**src/rtl/nem_ohmux_sel_ctrl.sv**
```systemverilog
// -----------------------------------------------------------------------------
// nem_ohmux_sel_ctrl
// Break-before-make sequencer for the one-hot relay select lines of a
// NEM one-hot mux. It accepts a request to switch to select index i, or to
// turn everything off. Before a different select is made it always drops
// every select for DEAD_CYC cycles. After a select asserts it optionally
// waits SETTLE_CYC cycles for relay pull-in, then reports completion.
//
// Configuration macro: NEM_OHSEL_SETTLE_EN
//   defined   : MAKE_SETTLE waits SETTLE_CYC cycles before HOLD/DONE.
//   undefined : SETTLE_CYC is ignored. HOLD and DONE coincide with the
//               cycle on which S becomes one-hot.
//
// Parameters
//   N_SEL      number of one-hot select lines
//   DEAD_CYC   dead time (all selects low) in cycles, >= 1
//   SETTLE_CYC relay settle time in cycles, >= 1
//
// Ports
//   CP       in   clock, rising edge
//   RST      in   synchronous active-high reset
//   REQ      in   request valid
//   REQ_OFF  in   with REQ: turn all selects off (SEL_IDX ignored)
//   SEL_IDX  in   requested select index
//   RDY      out  request accepted this cycle if REQ=1 (OFF or HOLD)
//   DONE     out  one-cycle pulse when the requested state is stable
//   ERR      out  one-cycle pulse for an accepted out-of-range index
//   S        out  one-hot (or all-zero) relay select drive
//
// All outputs come straight from flops.
// -----------------------------------------------------------------------------
module nem_ohmux_sel_ctrl #(
    parameter int N_SEL      = 2,
    parameter int DEAD_CYC   = 4,
    parameter int SETTLE_CYC = 8
) (
    input  logic                                         CP,
    input  logic                                         RST,
    input  logic                                         REQ,
    input  logic                                         REQ_OFF,
    input  logic [((N_SEL > 1) ? $clog2(N_SEL) : 1)-1:0] SEL_IDX,
    output logic                                         RDY,
    output logic                                         DONE,
    output logic                                         ERR,
    output logic [N_SEL-1:0]                             S
);

    localparam int IW      = (N_SEL > 1) ? $clog2(N_SEL) : 1;
    localparam int MAX_CYC = (DEAD_CYC > SETTLE_CYC) ? DEAD_CYC : SETTLE_CYC;
    localparam int CW      = (MAX_CYC > 1) ? $clog2(MAX_CYC) : 1;

    // Counters load "cycles - 1" and the phase ends when they read zero.
    localparam logic [CW-1:0] CNT_DEAD   = CW'(DEAD_CYC - 1);
`ifdef NEM_OHSEL_SETTLE_EN
    localparam logic [CW-1:0] CNT_SETTLE = CW'(SETTLE_CYC - 1);
`endif
    localparam logic [IW:0]   N_SEL_W    = (IW + 1)'(N_SEL);

    typedef enum logic [1:0] {
        ST_OFF         = 2'd0,
        ST_BREAK       = 2'd1,
        ST_MAKE_SETTLE = 2'd2,
        ST_HOLD        = 2'd3
    } state_t;

    state_t              r_state;
    logic [N_SEL-1:0]    r_s;
    logic                r_rdy;
    logic                r_done;
    logic                r_err;
    logic [CW-1:0]       r_cnt;
    logic [IW-1:0]       r_idx;
    logic                r_to_off;   // current BREAK ends in OFF, not in a new select

    logic                w_idx_bad;
    logic                w_idx_same;

    // Decode an index into a one-hot select vector. Loop form keeps it legal
    // for any N_SEL, including N_SEL=1 and non-power-of-two sizes.
    function automatic logic [N_SEL-1:0] onehot(input logic [IW-1:0] idx);
        logic [N_SEL-1:0] v;
        v = '0;
        for (int k = 0; k < N_SEL; k++) begin
            if (idx == IW'(k)) begin
                v[k] = 1'b1;
            end else begin
                v[k] = 1'b0;
            end
        end
        return v;
    endfunction

    assign w_idx_bad  = ({1'b0, SEL_IDX} >= N_SEL_W);
    assign w_idx_same = (SEL_IDX == r_idx);

    // Sequencer: state, select drive, counter and status pulses.
    always_ff @(posedge CP) begin
        if (RST) begin
            r_state  <= ST_OFF;
            r_s      <= '0;
            r_rdy    <= 1'b1;
            r_done   <= 1'b0;
            r_err    <= 1'b0;
            r_cnt    <= '0;
            r_idx    <= '0;
            r_to_off <= 1'b0;
        end else begin
            r_done <= 1'b0;
            r_err  <= 1'b0;
            case (r_state)
                ST_OFF: begin
                    if (REQ) begin
                        if (REQ_OFF) begin
                            r_done <= 1'b1;
                        end else if (w_idx_bad) begin
                            r_err <= 1'b1;
                        end else begin
                            // Nothing is made, so no dead time is needed.
                            r_idx <= SEL_IDX;
                            r_s   <= onehot(SEL_IDX);
`ifdef NEM_OHSEL_SETTLE_EN
                            r_state <= ST_MAKE_SETTLE;
                            r_rdy   <= 1'b0;
                            r_cnt   <= CNT_SETTLE;
`else
                            r_state <= ST_HOLD;
                            r_done  <= 1'b1;
`endif
                        end
                    end
                end
                ST_HOLD: begin
                    if (REQ) begin
                        if (REQ_OFF) begin
                            r_s      <= '0;
                            r_state  <= ST_BREAK;
                            r_rdy    <= 1'b0;
                            r_cnt    <= CNT_DEAD;
                            r_to_off <= 1'b1;
                        end else if (w_idx_bad) begin
                            r_err <= 1'b1;
                        end else if (w_idx_same) begin
                            r_done <= 1'b1;
                        end else begin
                            // Target index is latched now; SEL_IDX is not
                            // looked at again until the next accept.
                            r_idx    <= SEL_IDX;
                            r_s      <= '0;
                            r_state  <= ST_BREAK;
                            r_rdy    <= 1'b0;
                            r_cnt    <= CNT_DEAD;
                            r_to_off <= 1'b0;
                        end
                    end
                end
                ST_BREAK: begin
                    if (r_cnt != '0) begin
                        r_cnt <= r_cnt - CW'(1);
                    end else if (r_to_off) begin
                        r_state <= ST_OFF;
                        r_rdy   <= 1'b1;
                        r_done  <= 1'b1;
                    end else begin
                        r_s <= onehot(r_idx);
`ifdef NEM_OHSEL_SETTLE_EN
                        r_state <= ST_MAKE_SETTLE;
                        r_cnt   <= CNT_SETTLE;
`else
                        r_state <= ST_HOLD;
                        r_rdy   <= 1'b1;
                        r_done  <= 1'b1;
`endif
                    end
                end
                ST_MAKE_SETTLE: begin
                    if (r_cnt != '0) begin
                        r_cnt <= r_cnt - CW'(1);
                    end else begin
                        r_state <= ST_HOLD;
                        r_rdy   <= 1'b1;
                        r_done  <= 1'b1;
                    end
                end
                default: begin
                    // Unreachable encoding: fall back to the safe all-off state.
                    r_state <= ST_OFF;
                    r_s     <= '0;
                    r_rdy   <= 1'b1;
                    r_cnt   <= '0;
                end
            endcase
        end
    end

    assign S    = r_s;
    assign RDY  = r_rdy;
    assign DONE = r_done;
    assign ERR  = r_err;

endmodule

```
**config.mk**
```make
export PLATFORM = sky130hd
export DESIGN_NAME = nem_ohmux_sel_ctrl
export DESIGN_NICKNAME = d
export VERILOG_FILES = /design/src/rtl/nem_ohmux_sel_ctrl.sv
export SDC_FILE = /design/constraint.sdc
export NUM_CORES = 1
export LEC_CHECK = 0
export ABC_CLOCK_PERIOD_IN_PS = 1850
export BUFFER_PORTS_ARGS = -buffer_cell sky130_fd_sc_hd__buf_2
export CAP_MARGIN = 20
export CORE_MARGIN = 2
export CORE_UTILIZATION = 55
export CTS_BUF_LIST = sky130_fd_sc_hd__clkbuf_8 sky130_fd_sc_hd__clkbuf_16
export DETAILED_ROUTE_END_ITERATION = 6
export PLACE_DENSITY_LB_ADDON = 0.08
export SYNTH_ARGS = -nofsm -noshare
export SYNTH_HDL_FRONTEND = slang
export SYNTH_SLANG_ARGS = --single-unit
```
**constraint.sdc**
```tcl
create_clock -name CP -period 1.85 [get_ports CP]
set_input_delay 0.2775 -clock CP [delete_from_list [all_inputs] [get_ports CP]]
set_output_delay 0.2775 -clock CP [all_outputs]
set_load 0.02 [all_outputs]
```
# Word-level counts from Yosys, hierarchy flattened
# Cells that the tools add are included.
# totals
register_bits	11
inputBits	5
out_inout_bits	5
elab_cells	80
# classes
addsub	1
eq_ne	16
mux	44
reduce_logical	12
# ops
cell	count
$mux W2	15
$ne A2 B2 Y1 const B	10
$mux W1	19
$mux W3	4
$reduce_and A6 Y1	2
$pmux W2 S4	1
$reduce_and A4 Y1	2
$reduce_and A7 Y1	1
$pmux W2 S3	1
$pmux W3 S2	1
$reduce_bool A3 Y1	2
$eq A2 B2 Y1 const B	2
$pmux W1 S2	2
$reduce_bool A2 Y1	2
$ne A3 B3 Y1 const B	1
$pmux W1 S3	1
$reduce_and A3 Y1	1
$sub A3 B1 Y3 const B	1
$eq A2 B1 Y1 const B	1
$logic_not A2 Y1	1
$ne A2 B1 Y1 const B	1
$reduce_or A2 Y1	1
$eq A1 B1 Y1	1

# Logic depth before layout (Yosys ltp)
# logic_depth
depth_word	5
depth_mapped	7
depth_no_buf	6

# Worst setup path before layout
# No wires, ideal clock.
# synth_timing
path_kind	register to register
from	register r_state[0]
to	register r_idx
setup_time_ns	0.114
arrival_ns	1.403
required_time_ns	1.736
slack_ns	0.332
path_stages_with_launch	7
path_buffers	0
period_less_slack_ns	1.518
cell_sequence	dfxtp_1 -> inv_1 -> ha_1 -> or2_2 -> a21oi_1 -> mux2i_1 -> nor2_1
# synth_between
elab_chain_cells	3
elab_cells_between_ends	10
cone_classes	6 x eq/ne; 1 x mux; 3 x reduce/logical
# synth_rtl
item	line_no	rtl
from (decl)	66	state_t r_state;
from (signal assigned)	99	r_state <= ST_OFF;
from (signal assigned)	126	r_state <= ST_HOLD;
from (signal assigned)	136	r_state <= ST_BREAK;
$eq A2 B2 Y1 or $logic_not A2 Y1 (tied branches)	110	case (r_state)
$ne A2 B2 Y1 (no source line) or $reduce_bool A2 Y1 (tied branches)	n/a	
$reduce_and A6 Y1 (no source line)	n/a	
to (signal assigned)	105	r_idx <= '0;
to (signal assigned)	119	r_idx <= SEL_IDX;
to (signal assigned)	147	r_idx <= SEL_IDX;
to (decl)	72	logic [IW-1:0] r_idx;
# Several ways; a longest one is shown, not always the timed one.
# A chain may end at the register's enable or synchronous reset.

# Worst setup path in the final report
# layout_timing
from	register r_state[1]
to	register r_cnt[0]
# layout_between
elab_chain_cells	4
elab_cells_between_ends	10
cone_classes	6 x eq/ne; 1 x mux; 3 x reduce/logical
# layout_rtl
item	line_no	rtl
$eq A2 B2 Y1 or $eq A2 B1 Y1 (tied branches)	110	
$reduce_or A2 Y1 (no source line)	n/a	
$ne A2 B1 Y1 (no source line) or $reduce_bool A2 Y1 (tied branches)	n/a	
$reduce_and A4 Y1 (no source line)	n/a	
to (signal assigned)	158	r_cnt <= r_cnt - CW'(1);
to (signal assigned)	177	r_cnt <= r_cnt - CW'(1);
to (decl)	71	logic [CW-1:0] r_cnt;
# Several ways; a longest one is shown, not always the timed one.

==> reports/metrics.cfg <==
[sta]
period_needed_ps = 1660
slew_viol_final = 0
max_freq_ghz = 0.602
hold_ws_ps = 320
rsz0062_at_grt = no
finClkSkew_ps = 0.805
hold_viol_final = 0
finalSetupViolCount = 0
final.period_utilization_pct = 89.8
fin_setup_tns_ps = 0

[pwr]
peakVddDrop_uv = 997
leakage_nw = 0.403
pwr_density_cell_nw_per_um2 = 1610

[place]
post-dp-hpwl_um = 1180
gp_congestion = 0.834
numPortBuffers = 8
place_area_um2 = 826
dpl.cell_count = 110

[clock_tree]
h-tree-depth = 1
ctsHoldBuffers = 0
cts_root_buf = clkbuf_8
ctsResizeCount = 0
cts.clk_slew.worst_paths_ps = 50
clk_latency_ps = 240
cts_sinks = 11
cts_tree = yes
cts.path.max_buffers = 2
cts_buffers = 3
cts_setup_buffers = 0

[cells_and_area]
fin_util_pct = 66.1
seq_area_um2 = 220
drive_gt1_share_pct = 21.2
multi_input_area_um2 = 505
final_cells = 114
final_nets = 114
post-route-cell-area_um2 = 871
diodes = 0
area_growth_pct = 11.4
final.fill_count = 110

[drt]
avgRoutedWirePerCell_um = 13.4
postRouteWirelength_um = 1530
wl_met2_um = 662
dr_wl_met3_um = 51
met1_length_um = 773
firstDrtPassIters = 4
ant_nets = 0
dr.max_layer_used = met4
vias_per_cell = 5.70
drtIter0Drc = 7
drcViolationCount = 0
num_vias = 650

[logic_synthesis]
synthDistinctLibCells = 38
seq_area_frac_synth_pct = 28.2
ys_seq_elements = 11
yosysWarnings = 0
async_reset_ff_share_pct = 0
syn_area_per_cell_um2 = 8.79
synth-edff-count = 0
synth_area_um2 = 782
synthCells = 89
ys.flop_type = dfxtp_1
syn_nets = 103

[floorplanning]
die_w_um = 41.7
rows = 13
die_h_um = 41.7
coreArea_um2 = 1320
dieArea_um2 = 1740
initial_core_util_pct = 59.4
ios = 10

[setup_path]
r2r_end = r_cnt[0]$_SDFFE_PP0P_
path_class = flop to flop
critPathLaunchType = flop
rr_worst_depth = 6
cp-end-kind = flop
reg2reg_slack_ps = 190
r2r_start = r_state[1]$_SDFFE_PP0P_
startpoint = r_state[1]$_SDFFE_PP0P_
required_ps = 2030
arrival_ps = 1850
critPathMaxFanout = 7

[min_path]
hold_path_class = input pin to flop
whs_endpoint = r_to_off$_SDFFE_PP0P_
min_from = REQ_OFF
min_path_cells = 3

[global_route]
grt_pass1_vias = 595
antenna_found_initial = 0
grt_max_degree = 9
grt_usage_pct = 20.4
grt_pass1_wl_um = 2630
overflow = 0

[status]
outcome = complete, no violations

[job]
maxCapViolations = 0

where the power goes:
part           switching (mW)  internal, mW
logic                   0.440         0.340
registers              0.0651         0.325
clock network          0.0888         0.146
total                   0.594         0.811
critical path, stage by stage (launching register included):
cell,delay (ps)
dfxtp_1,400
inv_1,130
ha_1,370
nand3b_1,180
o21ai_0,150
o31ai_1,210
and3_1,170
synth_stat cells (2+ instances only):
| master | count | area, um^2 |
|---|---|---|
| nor2_1 | 4 | 15.0 |
| or2_2 | 2 | 12.5 |
| a21oi_2 | 2 | 17.5 |
| inv_1 | 9 | 33.8 |
| dfxtp_1 | 11 | 220 |
| ha_1 | 9 | 113 |
| a21oi_1 | 5 | 25.0 |
| a311oi_1 | 2 | 17.5 |
| nand4_1 | 2 | 12.5 |
| o21ai_0 | 6 | 30.0 |
| o31ai_1 | 3 | 22.5 |
| mux2i_1 | 2 | 20.0 |
| nor3_1 | 2 | 10.0 |
| and3_1 | 2 | 12.5 |
| nand2_1 | 4 | 15.0 |
| a41o_1 | 2 | 20.0 |
per-layer routing:
layer,up-vias,GRT usage (%)
met5,-,0
li1,337,-
met1,294,26.5
met4,0,13.5
met2,13,30.3
met3,6,3.91
layout by cell type, fill, tap and decap left out, types with 3 or more instances in the layout:
cell type  count
dfxtp_1       11
inv_1         10
ha_1           9
buf_2          8
o21ai_0        6
a21oi_1        5
nand2_1        4
nor2_1         4
o31ai_1        3
clkbuf_8       3
state kept, by name, summed over array words and instances, names as in the netlist:
signal and flops:
r_idx 1, r_to_off 1, DONE 1, S 2, r_cnt 3, r_state 2
RDY 1
kinds of logic (layout without fill, tap and decap cells):
kind of cell	Yosys count	in the layout	share of synthesized area, %
XOR/XNOR	2	2	2.24
flip-flops	11	11	28.2
multiplexers	2	2	2.56
AO/OA/AOI/OAI	26	26	24.0
other	1	1	0.480
adder cells (fa/ha/maj)	9	9	14.4
AND/OR/NAND/NOR	26	26	21.0
buffers and inverters	12	22	7.20
worst max path at each step:
stage | to | slack [ps] | cells past startpoint
finish | r_cnt[0]$_SDFFE_PP0P_ | 190 | 6
global route | r_cnt[1]$_SDFFE_PP0P_ | 60 | 6
CTS | r_idx$_SDFFE_PP0P_ | 200 | 6
detailed placement | r_idx$_SDFFE_PP0P_ | 210 | 6
global placement | r_idx$_SDFFE_PP0P_ | 240 | 6
floorplan | r_idx$_SDFFE_PP0P_ | 330 | 6
stage by stage:
stage / setup WS, ps / total power, mW
3_5_place_dp: 209 / 1.17
6_report: 188 / 1.40
4_1_cts: 203 / 1.42
5_1_grt: 60.0 / 1.53
3_3_place_gp: 240 / 1.16
2_1_floorplan: 332 / 1.00
cell type report:
type                            count  area share [%]
Inverter                            9            3.88
Timing Repair Buffer                9            5.46
Sequential cell                    11            25.3
Tap cell                           15            2.16
Clock buffer                        3            4.74
Clock inverter                      1           0.431
Multi-Input combinational cell     66            58.0
No activity file was read; power rests on OpenSTA's default activity.
